===== src/rtl/gl_fetch_stream_pkg.sv =====
// Shared constants for the GL command-stream front end: opcodes, packet
// lengths and the default MULTMATRIX header used by the macro rewrite.
package gl_fetch_stream_pkg;

    localparam logic [7:0] OP_VERTEX     = 8'h03;
    localparam logic [7:0] OP_COLOR      = 8'h04;
    localparam logic [7:0] OP_JMP        = 8'h06;
    localparam logic [7:0] OP_MULTMATRIX = 8'h11;
    localparam logic [7:0] OP_LOADMATRIX = 8'h13;
    localparam logic [7:0] OP_ROTATE     = 8'h16;
    localparam logic [7:0] OP_SCALE      = 8'h17;
    localparam logic [7:0] OP_TRANSLATE  = 8'h18;
    localparam logic [7:0] OP_VIEWPORT   = 8'h19;
    localparam logic [7:0] OP_FRUSTUM    = 8'h1A;
    localparam logic [7:0] OP_ORTHO      = 8'h1B;

    // Packet lengths including the header word
    localparam logic [4:0] LEN_1   = 5'd1;
    localparam logic [4:0] LEN_VTX = 5'd4;
    localparam logic [4:0] LEN_VP  = 5'd5;
    localparam logic [4:0] LEN_MAT = 5'd17;

    localparam logic [31:0] MULT_HDR_DEF = 32'h80001011;

endpackage


===== src/rtl/gl_fetch_stream_cmd_len.sv =====
// Combinational opcode decode: packet length, transform-macro flag, JMP flag.
module gl_fetch_stream_cmd_len
    import gl_fetch_stream_pkg::*;
(
    input  logic [7:0] opcode,
    output logic [4:0] len,
    output logic       is_macro,
    output logic       is_jmp
);

    // Length table; unknown opcodes are single-word packets
    always_comb begin
        len      = LEN_1;
        is_macro = 1'b0;
        is_jmp   = 1'b0;
        case (opcode)
            OP_VERTEX, OP_COLOR:                  len = LEN_VTX;
            OP_MULTMATRIX, OP_LOADMATRIX:         len = LEN_MAT;
            OP_ROTATE, OP_SCALE, OP_TRANSLATE,
            OP_FRUSTUM, OP_ORTHO: begin
                len      = LEN_MAT;
                is_macro = 1'b1;
            end
            OP_VIEWPORT:                          len = LEN_VP;
            OP_JMP:                               is_jmp = 1'b1;
            default: ;
        endcase
    end

endmodule


===== src/rtl/gl_fetch_stream.sv =====
// Command-stream fetch unit: reads one header per packet from the command
// BRAM, sizes the packet, optionally rewrites transform macros, follows JMP
// and redirect, and hands the header to gl_decode over valid/ready.
module gl_fetch_stream
    import gl_fetch_stream_pkg::*;
#(
    parameter int               WIDTH       = 32,
    parameter int               ADDR_W      = 16,
    parameter int               TEXT_START  = 0,
    parameter logic [WIDTH-1:0] RESET_VALUE = '0,
    parameter int               RD_LAT      = 1,
    parameter int               MACRO_EN    = 1,
    parameter logic [WIDTH-1:0] MULT_HDR    = WIDTH'(MULT_HDR_DEF)
) (
    input  logic              clk,
    input  logic              reset,
    input  logic              run,
    input  logic              redirect,
    input  logic [ADDR_W-1:0] redirect_addr,
    output logic              mem_en,
    output logic [ADDR_W-1:0] mem_addr,
    input  logic [WIDTH-1:0]  mem_rdata,
    output logic              out_valid,
    input  logic              out_ready,
    output logic [WIDTH-1:0]  out_inst,
    output logic [ADDR_W-1:0] out_pc,
    output logic [ADDR_W-1:0] out_opnd_addr,
    output logic [4:0]        out_opnd_cnt,
    output logic              busy
);

    typedef enum logic [2:0] {
        ST_IDLE, ST_REQ, ST_WAIT, ST_CAPT, ST_ISSUE
    } state_t;

    localparam logic [ADDR_W-1:0] TS_ADDR   = ADDR_W'(TEXT_START);
    // WAIT covers RD_LAT-1 cycles; the counter runs down to zero inclusive
    localparam logic [1:0]        WAIT_INIT = 2'(RD_LAT > 1 ? RD_LAT - 2 : 0);

    state_t            state;
    logic [ADDR_W-1:0] pc;
    logic [ADDR_W-1:0] next_pc;
    logic [ADDR_W-1:0] cap_next;
    logic [1:0]        wait_cnt;
    logic [4:0]        len;
    logic              is_macro;
    logic              is_jmp;

    gl_fetch_stream_cmd_len u_cmd_len (
        .opcode   (mem_rdata[7:0]),
        .len      (len),
        .is_macro (is_macro),
        .is_jmp   (is_jmp)
    );

    assign mem_addr = pc;
    assign busy     = (state != ST_IDLE);

    // Successor address of the header being captured; JMP field zero-extends
    // or truncates to ADDR_W and the sum wraps modulo 2^ADDR_W
    always_comb begin
        if (is_jmp)
            cap_next = TS_ADDR + ADDR_W'(mem_rdata >> 8);
        else
            cap_next = pc + ADDR_W'(len);
    end

    // Fetch FSM: reset beats redirect, redirect beats normal sequencing
    always_ff @(posedge clk) begin
        if (!reset) begin
            state         <= ST_IDLE;
            pc            <= TS_ADDR;
            next_pc       <= TS_ADDR;
            wait_cnt      <= '0;
            mem_en        <= 1'b0;
            out_valid     <= 1'b0;
            out_inst      <= RESET_VALUE;
            out_pc        <= '0;
            out_opnd_addr <= '0;
            out_opnd_cnt  <= '0;
        end else if (redirect) begin
            // In-flight read data is dropped simply because we restart in REQ
            state     <= ST_REQ;
            pc        <= redirect_addr;
            mem_en    <= 1'b1;
            out_valid <= 1'b0;
        end else begin
            case (state)
                ST_IDLE: begin
                    if (run) begin
                        state  <= ST_REQ;
                        mem_en <= 1'b1;
                    end
                end
                ST_REQ: begin
                    mem_en <= 1'b0;
                    if (RD_LAT > 1) begin
                        state    <= ST_WAIT;
                        wait_cnt <= WAIT_INIT;
                    end else begin
                        state <= ST_CAPT;
                    end
                end
                ST_WAIT: begin
                    if (wait_cnt == 2'd0)
                        state <= ST_CAPT;
                    else
                        wait_cnt <= wait_cnt - 2'd1;
                end
                ST_CAPT: begin
                    // Rewrite touches the header word only; sizing uses the original opcode
                    out_inst      <= (MACRO_EN != 0 && is_macro) ? MULT_HDR : mem_rdata;
                    out_pc        <= pc;
                    out_opnd_addr <= pc + ADDR_W'(1);
                    out_opnd_cnt  <= len - 5'd1;
                    next_pc       <= cap_next;
                    out_valid     <= 1'b1;
                    state         <= ST_ISSUE;
                end
                ST_ISSUE: begin
                    if (out_ready) begin
                        pc        <= next_pc;
                        out_valid <= 1'b0;
                        if (run) begin
                            state  <= ST_REQ;
                            mem_en <= 1'b1;
                        end else begin
                            state <= ST_IDLE;
                        end
                    end
                end
                default: state <= ST_IDLE;
            endcase
        end
    end

endmodule


===== config.mk =====
export PLATFORM = sky130hd
export DESIGN_NAME = gl_fetch_stream
export DESIGN_NICKNAME = d
export VERILOG_FILES = /design/src/rtl/gl_fetch_stream_pkg.sv /design/src/rtl/gl_fetch_stream_cmd_len.sv /design/src/rtl/gl_fetch_stream.sv
export SDC_FILE = /design/constraint.sdc
export NUM_CORES = 1
export LEC_CHECK = 0
export CORE_AREA = 2 2 106 108
export CTS_CLUSTER_SIZE = 10
export DETAILED_ROUTE_END_ITERATION = 7
export DIE_AREA = 0 0 108 110
export GPL_TIMING_DRIVEN = 0
export PLACE_DENSITY = 0.86
export SLEW_MARGIN = 0
export SYNTH_ARGS = -nofsm -noshare
export SYNTH_HDL_FRONTEND = slang
export SYNTH_SLANG_ARGS = --single-unit

===== constraint.sdc =====
create_clock -name clk -period 3.95 [get_ports clk]
set_clock_uncertainty 0.05 [all_clocks]
set_input_delay 0.9875 -clock clk [delete_from_list [all_inputs] [get_ports clk]]
set_output_delay 0.9875 -clock clk [all_outputs]
set_load 0.05 [all_outputs]

==> key figures <==
Finish
  – Fin cells: 887
  – Area Growth Syn to Fin: 34.3%
  – Share of layout cells above drive strength 1: 10.8%
  – Final Net Count: 802
  – Ant. Diodes: 0
  – Fill cells: 894

STA
  – Final Hold Fails: 0
  – TNS Setup: 0 ps
  – Min Tclk post-route: 3770 ps
  – Slew @ Worst Pin: 618 ps
  – # setup viols final: 0
  – Slew Limit Headroom: 58.8%
  – RSZ-0062 raised after global routing: false
  – Final period util: 95.5%
  – Final max-slew violation count: 0
  – WHS: 409 ps
  – Fmax: 265 MHz

Synthesis
  – Warnings, synthesis: 0
  – Ys flop type: dfxtp_1
  – Commonest cells post-synth: 107 x dfxtp_1, 95 x nor2_1, 70 x nand2_1
  – Cell Area, Synth: 5060 um2
  – Share of the synthesized area in the top cell type: 42.4%
  – Ys async rst share: 0%
  – Syn avg cell area: 8.51 um2
  – Number of flops mapped to enable cells by yosys: 0
  – Synthesis-stage register bit count: 107
  – Post-Syn Nets: 654
  – Syn Inst Count: 594
  – Sequential element share of the synthesized area: 42.4%
  – Yosys top cell by area: dfxtp_1
  – Count leader, synth: dfxtp_1
  – Area contributors post-synth: dfxtp_1 42%, nor2_1 7.1%, a21oi_1 5.7%
  – Synth unique cells: 60

Detailed routing
  – DR vias/cell: 5.65
  – Post-route ant nets: 0
  – Drt first pass iters: 7
  – Via count: 5,010
  – Wirelength per Cell: 18.1 um
  – Drc violations: 0
  – Drt initial violations: 281
  – Post-Route WL: 16,100 um

CTS
  – CTS sink count: 107
  – Clock transition at path regs: 100 ps
  – Hold buffer count at CTS: 0
  – H-tree depth: 3
  – Clock Tree Buf Depth: 2
  – TritonCTS Buffers: 9
  – Post-CTS Setup Inserts: 0
  – CTS tree: done
  – CTS Root Cell: clkbuf_8
  – Post-CTS resize count: 0
  – Clk_lat worst skew: 370 ps

Floorplan
  – Die area: 11,900 um2
  – Die Span Y: 110 um
  – Site row count: 38
  – Ports: 141
  – Chip width: 108 um
  – Core Region: 10,700 um2
  – Initial Util: 47.3%

Global routing
  – Largest net degree at the start of global routing: 17
  – Vias in the first global route: 4,836
  – Remaining global-route overflow: 0
  – First-pass GRT wire length: 24,700 um
  – Gr usage total: 26.9%
  – Initial antenna violation count: 0

Pwr
  – Switching Power: 0.599 mW
  – Logic pwr share: 16.4%
  – Clock power share: 30.7%
  – Pleak: 2.36 nW
  – Flop pwr share: 53.0%
  – Int Pwr: 1.52 mW
  – Sw Ratio: 28.3%
  – Peak supply drop: 251 uV
  – Power Dens Cells: 311 nW/um2

Outcome
  – Outcome: complete, no violations

Flow run
  – Maxcap violations: 0

Setup path
  – Worst Path Max Fanout: 8
  – Startpoint Class: input port
  – CP Class: in2reg
  – WP data arrival: 3960 ps
  – CP required: 4140 ps
  – Worst setup EP type: flop

Placement
  – Final GP Congestion: 0.945
  – Post-DP HPWL: 12,300 um
  – Placed cells: 871
  – IO Port Bufs: 137

Worst hold path
  – Hold Path Class: reg2reg
-- registers in the layout, indices dropped and copies added, names as in the netlist --
register,cells
mem_addr,16
out_opnd_addr,16
wait_cnt,2
out_opnd_cnt,4
next_pc,16
mem_en,1
out_pc,16
out_valid,1
out_inst,32
state,3
-- worst max-delay path, stage by stage --
cell and delay (ps):
clkdlybuf4s50_1 560, nand2b_1 290, o22ai_1 140, and3_1 290, inv_1 90, ha_1 230, ha_1 240, a211oi_2 540
nor4_4 80, a221oi_1 410, nor4_1 90
-- cells in the final DEF, fill, tap and decap left out, drive strengths merged, types with 16 or more instances in the layout --
cell type and instances:
a21oi 59, a22oi 25, buf 36, clkbuf 31, clkdlybuf4s50 137, dfxtp 107, mux2i 16, nand2 71
nand3 16, nor2 98, xnor2 18
-- power groups by stage --
stage | combinational [mW] | sequential [mW] | clock (mW)
finish | 0.346 | 1.12 | 0.649
global route | 0.366 | 1.12 | 0.691
CTS | 0.344 | 1.12 | 0.650
detailed placement | 0.341 | 1.14 | 0
global placement | 0.335 | 1.14 | 0
floorplan | 0.136 | 1.21 | 0
-- cells by family (layout without fill, tap and decap cells) --
kind of cell	after synthesis	after routing	share of synthesized area, %
xor+xnor	30	30	5.20
flops	107	107	42.4
simple gates	232	232	22.1
buf+inv	63	216	7.20
mux	16	16	3.17
fa+ha+maj	7	7	1.73
compound gates	139	139	18.3
-- path summary, 6_finish.rpt --
| check | from | depth (start not counted) | to | slack, ps |
|---|---|---|---|---|
| worst min-delay path | out_opnd_addr[1] | 2 | out_opnd_addr[1] | 410 |
| worst max-delay path | mem_rdata[0] | 11 | next_pc[14] | 180 |
| worst min register to register | out_opnd_addr[1] | 2 | out_opnd_addr[1] | 410 |
| worst max register to register | mem_addr[0] | 6 | next_pc[14] | 1650 |
-- metrics by stage --
step / total power, mW / area [um2] / setup slack (ps) / util [%]
after floorplan: 1.34 / 5060 / 866 / -
after global placement: 1.48 / 6600 / 16.6 / 61.7
after detailed placement: 1.49 / 6600 / -21.7 / 61.7
after CTS: 2.11 / 6790 / 306 / 63.5
after global routing: 2.18 / 6790 / 46.6 / 63.5
final: 2.11 / 6790 / 179 / 63.5
-- area by class of cell --
| cell class | instances | area (um2) | area share [%] |
|---|---|---|---|
| inverters | 8 | 30.0 | 0.442 |
| well taps | 140 | 175 | 2.58 |
| clock inverters | 4 | 23.8 | 0.350 |
| multi-input cells | 424 | 2550 | 37.6 |
| repair buffers | 137 | 1370 | 20.2 |
| plain buffers | 55 | 334 | 4.92 |
| flip-flops and latches | 107 | 2140 | 31.5 |
| clock buffers | 12 | 165 | 2.43 |
-- routing by layer --
layer	track usage (%)	share of wire [%]	wire, um	vias up
li1	-	-	-	2353
met1	33.5	42	6680	2384
met2	47.1	48	7780	237
met3	4.64	7.5	1200	36
met4	9.25	2.5	408	0
met5	0	0	0	-
No activity file was read; power rests on OpenSTA's default activity.
